### config.mk
export PLATFORM = sky130hd
export DESIGN_NAME = tm1638_key_reader
export DESIGN_NICKNAME = d
export VERILOG_FILES = /design/src/rtl/tm1638_key_reader_pkg.sv /design/src/rtl/tm1638_tick.sv /design/src/rtl/tm1638_key_reader.sv
export SDC_FILE = /design/constraint.sdc
export NUM_CORES = 1
export LEC_CHECK = 0
export CAP_MARGIN = 40
export CORE_MARGIN = 10
export CORE_UTILIZATION = 50
export CTS_BUF_LIST = sky130_fd_sc_hd__clkbuf_2
export DETAILED_ROUTE_END_ITERATION = 8
export GPL_TIMING_DRIVEN = 0
export PLACE_DENSITY = 0.78
export SYNTH_ARGS = -nofsm -noshare
export SYNTH_HDL_FRONTEND = slang
export SYNTH_HIERARCHICAL = 1
export SYNTH_SLANG_ARGS = --single-unit
### constraint.sdc
create_clock -name CLK_IN -period 4.01 [get_ports CLK_IN]
set_clock_uncertainty 0.1 [all_clocks]
set_input_delay 0.802 -clock CLK_IN [delete_from_list [all_inputs] [get_ports CLK_IN]]
set_output_delay 0.802 -clock CLK_IN [all_outputs]
set_load 0.01 [all_outputs]
### src/rtl/tm1638_key_reader_pkg.sv
// Shared TM1638 definitions: command bytes, key-reader state encoding,
// key bit positions and the LED&KEY key decode helper.
package tm1638_key_reader_pkg;

  localparam logic [7:0] TM1638_CMD_WRITE_AUTO  = 8'h40;
  localparam logic [7:0] TM1638_CMD_READ_KEYS   = 8'h42;
  localparam logic [7:0] TM1638_CMD_WRITE_FIXED = 8'h44;

  // Each received byte carries one key in bit 0 and one in bit 4.
  localparam int KEY_POS_LO = 0;
  localparam int KEY_POS_HI = 4;

  typedef enum logic [2:0] {
    ST_IDLE   = 3'd0,
    ST_START  = 3'd1,
    ST_CMD_LO = 3'd2,
    ST_CMD_HI = 3'd3,
    ST_WAIT   = 3'd4,
    ST_RD_LO  = 3'd5,
    ST_RD_HI  = 3'd6,
    ST_STOP   = 3'd7
  } state_t;

  function automatic logic [7:0] decode_keys(
    input logic [31:0] raw
  );
    logic [7:0] k;
    k = '0;
    for (int i = 0; i < 4; i++) begin
      k[i]   = raw[8*i + KEY_POS_LO];
      k[i+4] = raw[8*i + KEY_POS_HI];
    end
    return k;
  endfunction

endpackage

### src/rtl/tm1638_tick.sv
// TM1638 half-period prescaler: counts 0..DIV-1 while enabled.
// Ports: i_clk, i_rst (sync high), i_en, i_clr, o_tick (last count).
module tm1638_tick #(
  parameter int DIV = 4
) (
  input  logic i_clk,
  input  logic i_rst,
  input  logic i_en,
  input  logic i_clr,
  output logic o_tick
);

  localparam logic [15:0] LAST = 16'(DIV - 1);

  logic [15:0] r_cnt;

  always_ff @(posedge i_clk) begin
    if (i_rst) begin
      r_cnt <= '0;
    end else if (i_clr) begin
      r_cnt <= '0;
    end else if (i_en) begin
      r_cnt <= (r_cnt == LAST) ? '0 : r_cnt + 16'd1;
    end
  end

  assign o_tick = i_en && (r_cnt == LAST);

endmodule

### src/rtl/tm1638_key_reader.sv
// TM1638 key-scan reader: sends 0x42, clocks in 4 key bytes, decodes 8 keys.
// Ports: CLK_IN/RST_IN, READ/BUSY, KEYS/RAW/KEYS_VALID, STB/CLK/DIO pins.
module tm1638_key_reader
  import tm1638_key_reader_pkg::*;
#(
  parameter int CLOCK_DIV = 4,
  parameter int WAIT_HALF = 2
) (
  input  logic        CLK_IN,
  input  logic        RST_IN,
  input  logic        READ,
  output logic        BUSY,
  output logic [7:0]  KEYS,
  output logic [31:0] RAW,
  output logic        KEYS_VALID,
  output logic        TM1638_STB,
  output logic        TM1638_CLK,
  output logic        DIO_OUT,
  output logic        DIO_OE,
  input  logic        DIO_IN
);

  localparam logic [15:0] WAIT_LAST = 16'(WAIT_HALF - 1);

  state_t      r_state;
  state_t      w_next;
  logic [15:0] r_idx;
  logic [31:0] r_shift;
  logic [31:0] r_raw;
  logic [7:0]  r_keys;
  logic        r_valid;

  logic w_tick;
  logic w_busy;
  logic w_accept;
  logic w_stb;
  logic w_clk;
  logic w_oe;
  logic w_do;

  assign w_busy = (r_state != ST_IDLE);

  tm1638_tick #(
    .DIV(CLOCK_DIV)
  ) u_tick (
    .i_clk (CLK_IN),
    .i_rst (RST_IN),
    .i_en  (w_busy),
    .i_clr (w_accept),
    .o_tick(w_tick)
  );

  always_comb begin
    w_next   = r_state;
    w_accept = 1'b0;
    w_stb    = 1'b0;
    w_clk    = 1'b1;
    w_oe     = 1'b0;
    w_do     = 1'b1;
    unique case (r_state)
      ST_IDLE: begin
        w_stb = 1'b1;
        if (READ) begin
          w_accept = 1'b1;
          w_next   = ST_START;
        end
      end
      ST_START: begin
        if (w_tick) w_next = ST_CMD_LO;
      end
      ST_CMD_LO: begin
        w_clk = 1'b0;
        w_oe  = 1'b1;
        w_do  = TM1638_CMD_READ_KEYS[r_idx[2:0]];
        if (w_tick) w_next = ST_CMD_HI;
      end
      ST_CMD_HI: begin
        // Data held through the rising edge the chip latches on.
        w_oe = 1'b1;
        w_do = TM1638_CMD_READ_KEYS[r_idx[2:0]];
        if (w_tick) begin
          w_next = (r_idx == 16'd7) ? ST_WAIT : ST_CMD_LO;
        end
      end
      ST_WAIT: begin
        if (w_tick && r_idx == WAIT_LAST) w_next = ST_RD_LO;
      end
      ST_RD_LO: begin
        w_clk = 1'b0;
        if (w_tick) w_next = ST_RD_HI;
      end
      ST_RD_HI: begin
        if (w_tick) begin
          w_next = (r_idx == 16'd31) ? ST_STOP : ST_RD_LO;
        end
      end
      ST_STOP: begin
        w_stb = 1'b1;
        if (w_tick) w_next = ST_IDLE;
      end
      default: w_next = ST_IDLE;
    endcase
  end

  always_ff @(posedge CLK_IN) begin
    if (RST_IN) begin
      r_state <= ST_IDLE;
      r_idx   <= '0;
      r_shift <= '0;
      r_raw   <= '0;
      r_keys  <= '0;
      r_valid <= 1'b0;
    end else begin
      r_state <= w_next;
      r_valid <= 1'b0;
      if (w_tick) begin
        case (r_state)
          ST_START: r_idx <= '0;
          ST_CMD_HI: begin
            r_idx <= (r_idx == 16'd7) ? '0 : r_idx + 16'd1;
          end
          ST_WAIT: begin
            r_idx <= (r_idx == WAIT_LAST) ? '0 : r_idx + 16'd1;
          end
          ST_RD_HI: begin
            r_shift[r_idx[4:0]] <= DIO_IN;
            r_idx <= (r_idx == 16'd31) ? '0 : r_idx + 16'd1;
          end
          ST_STOP: begin
            r_raw   <= r_shift;
            r_keys  <= decode_keys(r_shift);
            r_valid <= 1'b1;
          end
          default: ;
        endcase
      end
    end
  end

  assign BUSY       = w_busy;
  assign KEYS       = r_keys;
  assign RAW        = r_raw;
  assign KEYS_VALID = r_valid;
  assign TM1638_STB = w_stb;
  assign TM1638_CLK = w_clk;
  assign DIO_OUT    = w_do;
  assign DIO_OE     = w_oe;

endmodule
==> results.md <==
- P per Cell Area: 302 nW/um^2
- # fillers: 827
- Setup crit start: r_state[2]
- # Post-CTS Setup Buffers: 0
- Pin count of the biggest net entering global routing: 17
- Post-route setup TNS: 0 ps
- H-tree depth: 3
- Ys flop type: dfxtp_1
- First-pass GRT wire length: 18300 um
- CTS tree: yes
- Post-route setup slack: 325 ps
- Pwr Total: 1.61 mW
- Reg2reg start: r_state[2]
- Post-DP HPWL: 7690 um
- Port Buf Inserts: 49
- Worst Path Class, Setup: flop to flop
- Clock net sink count: 101
- Syn. warnings: 6
- Max Slew Vio Count: 0
- Synth Instances: 588
- Synth Register Bits: 101
- Core area: 8810 um^2
- CP Cell Sequence: clkbuf_2 -> inv_1 -> nand2_1 -> buf_2 -> nand2_1 -> nor4_2 -> and3_2 -> clkbuf_1 -> and4_1 -> and2_1 -> clkbuf_1 -> clkbuf_1 -> nand3_1 -> a21oi_1
- Worst slack, placed: 223 ps
- Crit path capture: r_shift[18]
- Critical-path maximum fanout: 10
- Share of layout cells above drive strength 1: 0.0704
- Fin nets: 658
- CTS buffer count: 9
- Vias: 4146
- Reg2Reg Depth: 14
- P_leak: 1.68 nW
- Worst-Margin Slew: 881 ps
- I/O pin total: 50
- Worst min-delay path class: flop to flop
- CP peak stage delay: 450 ps
- Crit-path leading delay family: buffers and inverters
- DRC viols: 0
- Status: finished clean
- Synth top area cells: dfxtp_1 (44%), nand2_1 (12%), a21oi_1 (8.7%)
- Cell repeated most along the worst path: clkbuf_1
- Antenna violations before repair: 0
- Post-synth design cell area: 4550 um^2
- Ant diodes: 0
- RSZ-0062 raised after global routing: false
- Post-synth EDFFs: 0
- Setup violations, final: 0
- Max IR drop VDD: 165 uV
- Area growth from synthesis to final layout: 16.8%
- Die area: 13300 um^2
- Post-synth top area cell: dfxtp_1
- Post-synthesis sequential area ratio: 0.444
- Initial Utilization: 0.517
- Fraction of registers with async set/reset: 0
- Final WL: 10600 um
- CTS clk-pin slew, worst paths: 260 ps
- Worst skew pair latency: 570 ps
- Most common cell after layout, fill and taps aside: nand2_1
- Die span in x: 115 um
- Root Buffer: clkbuf_2
- Crit end category: flop
- DR iter-0 viols: 211
- Share of Yosys cell area claimed by the top area cell type: 0.444
- Fmax: 271 MHz
- Antenna Nets Post-Route: 0
- Syn_nets: 598
- Library cells used by synthesis: 49
- Worst setup SP type: flop
- R2r endpoint: r_shift[18]
- Overall global routing resource usage: 0.165
- Hold path startpoint: r_shift[15]
- Worst path slowest cell: dfxtp_1
- Die Ht: 115 um
- Leading cell types in the layout, fill and taps excluded: nand2_1 (147), dfxtp_1 (101), a21oi_1 (79)
- Vias in the first global route: 3931
- GP Congestion: 0.900
- Post-Syn Area per Cell: 7.75 um^2
- FP Rows: 34
- Fin crit period: 3690 ps
- Max-cap violation count: 0
- DR vias/cell: 5.45
- Worst reg-to-reg setup slack: 320 ps
- CP Depth: 14
- Drt first pass iters: 4
- Clock buffer depth: 2
- Fin. Hold Viols: 0
- Final Util: 0.604
- Arrival @ worst endpoint: 4110 ps
- Sum of buffers and inverters on the critical path: 6
- Slew margin rel.: 0.411
- Req. time, crit path: 4430 ps
- Total global routing overflow: 0
- Wirelength per Cell: 13.9 um
- Fin crit share: 0.919
[Yosys cell counts, drive strengths merged, types with 6 or more instances]
master,n
inv,14
nand3,52
a21oi,79
nor3,7
o21ai,9
and3,7
nand4,8
xnor2,15
buf,17
nand2,147
ha,6
dfxtp,101
nor2,31
clkbuf,30
nor4,13
[layout make-up]
| type | count | area, um^2 | share of cell area |
|---|---|---|---|
| buffer | 47 | 245 | 0.0461 |
| clock buffer | 9 | 45.0 | 0.00846 |
| clock inverter | 7 | 88.8 | 0.0167 |
| inverter | 14 | 52.6 | 0.00988 |
| multi-input combinational | 426 | 2240 | 0.421 |
| sequential | 101 | 2020 | 0.380 |
| tap | 108 | 135 | 0.0254 |
| timing repair buffer | 49 | 490 | 0.0922 |
[per-stage QoR]
stage | area [um^2] | instances | hold slack (ps)
after floorplan | 4550 | 588 | 332
after global placement | 5180 | 745 | 339
final | 5320 | 761 | 370
after CTS | 5310 | 761 | 367
after global routing | 5320 | 761 | 377
after detailed placement | 5180 | 745 | 347
[logic make-up after synthesis]
kind of cell / synth area share
buf+inv: 0.0637
flops: 0.444
simple gates: 0.294
compound gates: 0.132
xor+xnor: 0.0365
mux: 0.0135
fa+ha+maj: 0.0165
[power breakdown]
part	switching, mW	internal [mW]
logic	0.0389	0.0185
registers	0.00146	1.01
clock network	0.336	0.203
total	0.376	1.23
[worst min path at each step]
stage,endpoint,slack [ps],cells after the start
5_1_grt,RAW[11],380,2
3_5_place_dp,RAW[17],350,2
4_1_cts,RAW[11],370,2
3_3_place_gp,RAW[3],340,2
2_1_floorplan,RAW[10],330,2
6_report,RAW[15],370,2
[tightest hold or removal path, stage by stage (launching register included)]
cell     delay (ps)
dfxtp_1         370
nand2_1          50
a21oi_1          50
[sequential cells by signal, indices dropped and copies added (netlist names), named ones only]
signal and count:
r_state 3, u_tick/r_cnt 16, r_idx 16, RAW 32, KEYS_VALID 1, r_shift 32
[metal layers]
layer,GRT usage,part of all wire,vias up
met5,0,0,-
met4,0.0549,0.013,0
met3,0.0403,0.060,10
met2,0.279,0.48,115
met1,0.202,0.45,1916
li1,-,-,2105
[repair_timing]
item	4_1_cts	5_1_grt
gates resized for setup	0	12
setup endpoints to repair	0	49
hold buffers	0	0
(Power assumes the default switching activity.)
==> variant, RTL diff (same flow settings) <==
Make the reset (`RST_IN` and `i_rst`) asynchronous in 2 clocked blocks.
--- a/src/rtl/tm1638_tick.sv
+++ b/src/rtl/tm1638_tick.sv
@@ -14,7 +14,7 @@
 
   logic [15:0] r_cnt;
 
-  always_ff @(posedge i_clk) begin
+  always_ff @(posedge i_clk or posedge i_rst) begin
     if (i_rst) begin
       r_cnt <= '0;
     end else if (i_clr) begin
--- a/src/rtl/tm1638_key_reader.sv
+++ b/src/rtl/tm1638_key_reader.sv
@@ -102,7 +102,7 @@
     endcase
   end
 
-  always_ff @(posedge CLK_IN) begin
+  always_ff @(posedge CLK_IN or posedge RST_IN) begin
     if (RST_IN) begin
       r_state <= ST_IDLE;
       r_idx   <= '0;
Check against the original RTL: differs if RST_IN is asserted again (counterexample within 4 cycles, from zero or initial values and one cycle with RST_IN high); with RST_IN held inactive, the same outputs for 10 cycles.
==> variant against the original RTL <==
Die area increased by 6.3%. Synthesized area rose by 7.6%. Sequential cell count is 1 lower. First-iteration DRC count rose by 50%. Final area grew 7.6%. Power is 0.90% higher. Setup slack gained 440 ps. Synthesized cell count is 13% lower. Wire length up 0.13%. Register-to-register slack better by 470 ps. Critical path type is now reg2out. Critical endpoint is now TM1638_STB.
==> variant: results (changes against the original RTL) <==
compound-cell area share of the yosys netlist=8.09% (-5.1 points); ratio of cells with drive above 1 in the final layout=13.9% (+6.8 points); number of global-route vias before repair=3,683 (-6.3%); first-pass GRT wire length=17,900 µm (-2.2%); initial antenna violation count=0 (unchanged); mean post-synth cell area=9.61 µm² (+24%); Seq/Total Area, Yosys=51.0% (+6.7 points); CP endpoint=TM1638_STB; pin count of the biggest net entering global routing=68 (+51); Yosys Warn Count=6 (unchanged); Sw Ratio=25.6% (+2.1 points); 1st-iter DRT viols=316 (+50%); R2R depth=10 (-4); vias=3,805 (-8.2%); Place WS=952 ps (+729 ps); Netlist cell types=60 (+22%); final hold slack=352 ps (-17.9 ps); total CTS buffers=9 (unchanged); Clock Path Buffers=2 (unchanged); Worst R2R Setup Slack=790 ps (+470 ps); Slew headroom=43.3% (+2.2 points); global placer's final weighted congestion=0.874 (-2.9%); htree depth=3 (unchanged); Clock Pin Slew Worst Setup and Hold Paths=320 ps (+60 ps); nets@finish=582 (-12%); GRT Total Usage=15.0% (-1.5 points); Final Routed Wirelength=10,600 µm (+0.13%); most frequent cells after synthesis=156 x nand2_1, 100 x dfrtp_1, 27 x mux2_2; slowest stage delay, CP=600 ps (+150 ps); multiplexer area fraction after synthesis=7.55% (+6.2 points); placed wire-length estimate=7560 µm (-1.7%); status=finished, final reports clean; Max Clock Freq=308 MHz (+13%); worst path arrival time=2350 ps (-1760 ps); Placed Cells=693 (-7.0%); port bufs=49 (unchanged); Adder-Cell Fraction of Synth Area=1.79% (+0.14 points); total iterations of the first detailed-routing run=5 (+1); Setup crit start=r_state[2]$_DFFE_PP0P_; Hold Crit Class=in2async; post-CTS setup buffer count=0 (unchanged); Synth Net Count=521 (-13%); ys async rst share=100% (+100 points); n_diodes=0 (unchanged); clk root buf=clkbuf_2; R2R Path End=r_idx[5]$_DFFE_PP0P_; via density per instance=5.37 (-1.5%); XOR/XNOR Fraction of Synth Area=1.79% (-1.9 points); synth top area cells=dfrtp_1 51%, nand2_1 12%, mux2_2 6.2%, nand3_1 1.9%, ha_1 1.8%; Placed Area=5590 µm² (+7.9%); Critical R2R Launch=u_tick/r_cnt[0]$_DFFE_PP0P_; Post-synth top flop=dfrtp_1; Critical-path top delay cell=clkdlybuf4s50_1; worst vdd ir=143 µV (-13%); Leakage=2.61 nW (+56%)
-- variant: layout make-up --
type / instances / area [µm²]
flip-flops and latches: 100 / 2500
repair buffers: 50 / 518
inverters: 13 / 51.3
clock buffers: 9 / 45.0
plain buffers: 30 / 163
fillers: 845 / 3910
well taps: 133 / 166
multi-input cells: 367 / 2190
clock inverters: 7 / 91.3
-- variant: metal layers --
layer	part of all wire (%)	vias up	global-route usage [%]
li1	-	1858	-
met1	47	1847	20.0
met2	47	84	23.9
met3	4.4	16	3.07
met4	1.6	0	4.81
met5	0	-	0
-- variant: power groups by stage --
stage / Clock [mW] / Sequential, mW / Combinational, mW
5_1_grt: 0.581 / 1.04 / 0.0527
6_report: 0.539 / 1.04 / 0.0460
3_5_place_dp: 0 / 1.05 / 0.0479
2_1_floorplan: 0 / 1.05 / 0.0317
4_1_cts: 0.548 / 1.04 / 0.0480
3_3_place_gp: 0 / 1.05 / 0.0425
